===== config.mk =====
export PLATFORM = sky130hd
export DESIGN_NAME = pipe_if_fetch
export DESIGN_NICKNAME = d
export VERILOG_FILES = /design/src/rtl/pipe_if_fetch_pkg.sv /design/src/rtl/pipe_if_perf.sv /design/src/rtl/pipe_if_fetch.sv
export SDC_FILE = /design/constraint.sdc
export NUM_CORES = 1
export LEC_CHECK = 0
export ABC_CLOCK_PERIOD_IN_PS = 3150
export CORE_MARGIN = 2
export CORE_UTILIZATION = 51
export DETAILED_ROUTE_END_ITERATION = 8
export PLACE_DENSITY = 0.95
export SLEW_MARGIN = 20
export SYNTH_ARGS = -nofsm -noshare
export SYNTH_HDL_FRONTEND = slang
export SYNTH_SLANG_ARGS = --single-unit

===== constraint.sdc =====
create_clock -name in_clk -period 3.15 [get_ports in_clk]
set_input_delay 0.63 -clock in_clk [delete_from_list [all_inputs] [get_ports in_clk]]
set_output_delay 0.63 -clock in_clk [all_outputs]
set_load 0.01 [all_outputs]

===== src/rtl/pipe_if_fetch_pkg.sv =====
`default_nettype none
// ============================================================================
// Module      : pipe_if_fetch_pkg
// Description : Shared state encodings and constants for the IF fetch stage.
// Revision    : 1.0 - initial release
// ============================================================================
package pipe_if_fetch_pkg;

    typedef enum logic [1:0] {
        S_FETCH = 2'd0,
        S_HOLD  = 2'd1,
        S_KILL  = 2'd2
    } state_t;

    localparam logic [31:0] NOP_INSTR = 32'h0000_0000;
    localparam logic [31:0] WORD_INC  = 32'd4;

endpackage
`default_nettype wire


===== src/rtl/pipe_if_perf.sv =====
`default_nettype none
// ============================================================================
// Module      : pipe_if_perf
// Description : Accepted-fetch and fetch-bubble counters; present only when
//               PIPE_IF_PERF_CNT_EN is defined.
// Revision    : 1.0 - initial release
// ============================================================================
`ifdef PIPE_IF_PERF_CNT_EN
module pipe_if_perf (
    input  logic        clk,
    input  logic        rst,
    input  logic        i_stall,
    input  logic        i_accept,
    input  logic        i_busy,
    output logic [31:0] o_fetch_cnt,
    output logic [31:0] o_bubble_cnt
);

    logic [31:0] r_fetch_cnt;
    logic [31:0] r_bubble_cnt;

    always_ff @(posedge clk) begin
        if (rst) begin
            r_fetch_cnt  <= 32'd0;
            r_bubble_cnt <= 32'd0;
        end else if (!i_stall) begin
            if (i_accept)
                r_fetch_cnt <= r_fetch_cnt + 32'd1;
            if (i_busy)
                r_bubble_cnt <= r_bubble_cnt + 32'd1;
        end
    end

    assign o_fetch_cnt  = r_fetch_cnt;
    assign o_bubble_cnt = r_bubble_cnt;

endmodule
`endif
`default_nettype wire


===== src/rtl/pipe_if_fetch.sv =====
`default_nettype none
// ============================================================================
// Module      : pipe_if_fetch
// Description : Instruction-fetch stage: owns the PC, reads imem over req/ready
//               and presents npc/instruction (or a NOP) to the IF/ID register.
//               Optional counters enabled by PIPE_IF_PERF_CNT_EN.
// Revision    : 1.0 - initial release
// ============================================================================
module pipe_if_fetch
    import pipe_if_fetch_pkg::*;
#(
    parameter logic [31:0] RESET_PC = 32'h0040_0000
) (
    input  logic        in_clk,
    input  logic        in_rst,
    input  logic        in_stall,
    input  logic        in_branch,
    input  logic [31:0] in_branch_target,
    output logic        out_imem_req,
    output logic [31:0] out_imem_addr,
    input  logic        in_imem_ready,
    input  logic [31:0] in_imem_rdata,
    output logic [31:0] out_npc,
    output logic [31:0] out_instruction,
    output logic        out_fetch_busy
`ifdef PIPE_IF_PERF_CNT_EN
    ,
    output logic [31:0] out_fetch_cnt,
    output logic [31:0] out_bubble_cnt
`endif
);

    state_t      r_state;
    logic [31:0] r_pc;
    logic [31:0] r_buf;
    logic [31:0] r_redirect;

    logic        w_present;
    logic        w_take_branch;
    logic [31:0] w_pc_inc;

    assign w_pc_inc      = r_pc + WORD_INC;
    assign w_take_branch = in_branch && !in_stall;
    assign w_present     = ((r_state == S_FETCH) && in_imem_ready) || (r_state == S_HOLD);

    // Presentation is combinational from ready/rdata; reset forces everything quiet.
    always_comb begin
        out_imem_req    = 1'b0;
        out_imem_addr   = r_pc;
        out_npc         = 32'd0;
        out_instruction = NOP_INSTR;
        out_fetch_busy  = 1'b0;
        if (!in_rst) begin
            out_imem_req   = (r_state == S_FETCH) || (r_state == S_KILL);
            out_fetch_busy = (r_state == S_KILL) || ((r_state == S_FETCH) && !in_imem_ready);
            if (w_present) begin
                out_npc         = w_pc_inc;
                out_instruction = (r_state == S_HOLD) ? r_buf : in_imem_rdata;
            end
        end
    end

    always_ff @(posedge in_clk) begin
        if (in_rst) begin
            r_state    <= S_FETCH;
            r_pc       <= RESET_PC;
            r_buf      <= NOP_INSTR;
            r_redirect <= 32'd0;
        end else begin
            case (r_state)
                S_FETCH: begin
                    if (in_imem_ready) begin
                        if (in_stall) begin
                            r_buf   <= in_imem_rdata;
                            r_state <= S_HOLD;
                        end else if (in_branch) begin
                            r_pc <= in_branch_target;
                        end else begin
                            r_pc <= w_pc_inc;
                        end
                    end else if (w_take_branch) begin
                        r_redirect <= in_branch_target;
                        r_state    <= S_KILL;
                    end
                end
                S_HOLD: begin
                    if (!in_stall) begin
                        r_pc    <= in_branch ? in_branch_target : w_pc_inc;
                        r_state <= S_FETCH;
                    end
                end
                S_KILL: begin
                    // A branch arriving with the stale response still wins.
                    if (w_take_branch)
                        r_redirect <= in_branch_target;
                    if (in_imem_ready) begin
                        r_pc    <= w_take_branch ? in_branch_target : r_redirect;
                        r_state <= S_FETCH;
                    end
                end
                default: r_state <= S_FETCH;
            endcase
        end
    end

`ifdef PIPE_IF_PERF_CNT_EN
    logic w_accept;
    assign w_accept = !in_rst && w_present && !in_stall && !in_branch;

    pipe_if_perf u_perf (
        .clk          (in_clk),
        .rst          (in_rst),
        .i_stall      (in_stall),
        .i_accept     (w_accept),
        .i_busy       (out_fetch_busy),
        .o_fetch_cnt  (out_fetch_cnt),
        .o_bubble_cnt (out_bubble_cnt)
    );
`endif

endmodule
`default_nettype wire


==> metrics <==
Ant. Diodes 0; final period utilization 97.1%; endpoint required time on the critical path 2.52 ns; type of the worst min-delay path flop to flop; leading area contributor after synthesis sky130_fd_sc_hd__dfxtp_1; Top-Level Pins around 170; total standard cell area after synthesis 0.00530 mm2; post-DR wirelength/cell 16.2 um; DR iter-0 viols about 630; syn nets 824; YS warnings 0; net switching power 0.831 mW; maximum number of pins on one net before global-route repair 92; proportion of power drawn by the clock network 27.5%; Leakage Power 2.83 nW; number of library cell types mapped by synthesis 56; sequential-to-total area share from yosys stat a little under two fifths; area enclosed by the die boundary 0.0112 mm2; Clock Tree Buf Depth 2; top-area cell type share of the netlist area 37.0%; minimum clock period after layout ~3 ns; Highest Signal Layer met4; Synth Instances 754; Async S/R FF share, synth 0%; Inserted Clock Buffers 9; number of nets with antenna violations after detailed routing 0; number of global-route vias before repair 5491; area growth from synthesis to layout 42.3%; maximum vdd drop roughly 0.00022 V; internal power 1.96 mW; final weighted congestion in routability-driven placement 0.942; initial antenna violation count 0; CTS Sinks 98; clock edge transition at the registers on the reported setup and hold paths around 0.090 ns; routed wire length between 15 and 20 mm; initial standard-cell utilization of the core 52.0%; Worst EP arrival 2.43 ns; post-synthesis area per instance 7.02 um2; power density cells approximately 370 mW/mm2; overall die height 106 um; DP Cell Count between 1000 and 1500; vias approximately 6200; Setup Skew roughly 0.011 ns; transition time at the pin with the least slew margin roughly 0.71 ns; number of H-tree levels 3; number of inserted filler cells in the final layout about 730; number of max-slew violations in the final report 0; net count of the finished layout 981; root cell of the clock tree sky130_fd_sc_hd__clkbuf_8; gr ovfl total 0; kind of capture point of the worst setup path output pin; Gate power share 23.2%; Setup-failing EPs final 0; final instance count without filler cells 1052; number of enable flip-flop cells after synthesis 0; Flop pwr share 49.4%; main flop type after synthesis sky130_fd_sc_hd__dfxtp_1; final total negative setup slack 0 ns; footprint of the multi-input gates 0.00313 mm2; biggest area contributors in the synthesized netlist sky130_fd_sc_hd__dfxtp_1 37%, sky130_fd_sc_hd__nand2_1 15%, sky130_fd_sc_hd__a21oi_1 11%; HPWL after detailed placement 11.4 mm; sw frac 29.7%; final number of hold-violating endpoints 0; CTS tree yes; status finished clean; placeable core region 0.0102 mm2; num rows 37; number of port buffers 166; width of the die 106 um; Overall Global Routing Usage between 20% and 30%; post-cts hold buffer count 0; global-route wire length before repair 26.7 mm; critical setup path kind flop to output pin; crit-path max FO 6; commonest cells after routing, fill and taps aside 210 x sky130_fd_sc_hd__nand2_1, 153 x sky130_fd_sc_hd__clkdlybuf4s50_1, 112 x sky130_fd_sc_hd__a21oi_1, 83 x sky130_fd_sc_hd__dfxtp_1, 63 x sky130_fd_sc_hd__nor2_1; Rel. slew slack between 50% and 60%; sequential cell area 0.00199 mm2; Synth Register Bits a little under 100; fraction of layout instances using a drive strength above 1 under 10%; via-per-instance ratio slightly below 6; sum of met3 wire segment lengths after detailed routing 1.54 mm; crit path launch type flop; length of routed wiring on met1 6.92 mm; clock insertion delay at the later pin of the skew report 0.36 ns; reported max-cap violation count 0; drt drc 0; Achievable Freq roughly 330 MHz; Initial DRT Pass Iterations 5; most common cell after layout, fill and taps aside sky130_fd_sc_hd__nand2_1; Met2 Routed Length 7.89 mm
==> Yosys cell counts, types with 6 or more instances <==
| master | count |
|---|---|
| sky130_fd_sc_hd__xor2_1 | 12 |
| sky130_fd_sc_hd__o21ai_0 | 17 |
| sky130_fd_sc_hd__and3_1 | 6 |
| sky130_fd_sc_hd__nor3_1 | 10 |
| sky130_fd_sc_hd__buf_2 | 6 |
| sky130_fd_sc_hd__a22oi_1 | 6 |
| sky130_fd_sc_hd__nor4_1 | 8 |
| sky130_fd_sc_hd__dfxtp_1 | 98 |
| sky130_fd_sc_hd__nand4_1 | 7 |
| sky130_fd_sc_hd__a221oi_1 | 7 |
| sky130_fd_sc_hd__clkbuf_1 | 43 |
| sky130_fd_sc_hd__xnor2_1 | 16 |
| sky130_fd_sc_hd__a21oi_1 | 112 |
| sky130_fd_sc_hd__a221o_1 | 6 |
| sky130_fd_sc_hd__inv_1 | 11 |
| sky130_fd_sc_hd__nand3_1 | 20 |
| sky130_fd_sc_hd__nor2_1 | 63 |
| sky130_fd_sc_hd__nand2_1 | 210 |
| sky130_fd_sc_hd__buf_1 | 9 |
==> area by class of cell <==
class | instances | area share, %
inverter | 11 | 0.548
clock inverter | 3 | 0.316
timing repair buffer | 206 | 26.8
sequential | 98 | 26.4
clock buffer | 13 | 2.11
tap | 136 | 2.26
multi-input combinational | 585 | 41.5
==> power groups by stage <==
stage	clock (mW)	sequential (mW)	combinational, mW
after CTS	0.772	1.37	0.640
after detailed placement	0	1.40	0.640
after floorplan	0	1.40	0.301
final	0.768	1.38	0.647
after global placement	0	1.40	0.630
after global routing	0.820	1.39	0.698
==> kinds of logic (layout without fill, tap and decap cells) <==
group,count (synthesis),in the layout,share of synthesized area [%]
XOR/XNOR,28,28,4.63
adder cells (fa/ha/maj),1,1,0.236
flip-flops,98,98,37.0
AO/OA/AOI/OAI,203,203,23.6
multiplexers,4,4,0.756
buffers and inverters,71,233,5.27
AND/OR/NAND/NOR,349,349,28.4
==> worst max-delay path, cell delays in order (launching register included) <==
cell	delay, ns
sky130_fd_sc_hd__dfxtp_1	0.47
sky130_fd_sc_hd__and4_1	0.33
sky130_fd_sc_hd__and4_1	0.26
sky130_fd_sc_hd__and3_1	0.27
sky130_fd_sc_hd__xnor2_1	0.09
sky130_fd_sc_hd__nor2_1	0.10
sky130_fd_sc_hd__clkdlybuf4s50_1	0.54
==> per-stage QoR <==
stage	hold WS (ns)	utilization, %	cell area (um2)	worst slack [ns]	power, mW
2_1_floorplan	0.436	-	5300	0.741	1.70
3_3_place_gp	0.441	71.2	7250	-0.0361	2.03
3_5_place_dp	0.446	71.2	7250	-0.0376	2.04
4_1_cts	0.459	73.0	7440	0.0346	2.78
5_1_grt	0.473	74.0	7530	-0.0288	2.91
6_report	0.460	74.0	7530	0.0923	2.79
==> routing by layer <==
layer	vias up	GRT usage, %
li1	2931	-
met1	2835	38.8
met2	364	45.3
met3	67	4.11
met4	0	13.3
met5	-	0
==> flip-flops by register name (all words and copies together), names as in the netlist <==
name,count
out_imem_addr,32
r_buf,32
r_redirect,32
r_state,2
==> timing repair <==
action                     in CTS  in global routing
setup endpoints to repair      30                 16
buffers inserted                0                  3
resized for setup              20                 22
pin swaps                       1                  3
==> worst paths after layout <==
path,startpoint,end,slack [ns],cells past startpoint
min,r_redirect[20],r_redirect[20],0.46,2
max,out_imem_addr[22],out_npc[30],0.09,6
max reg2reg,r_state[0],out_imem_addr[23],0.91,5
min reg2reg,r_redirect[20],r_redirect[20],0.46,2
Note: power is estimated with default switching activity, not from simulation.
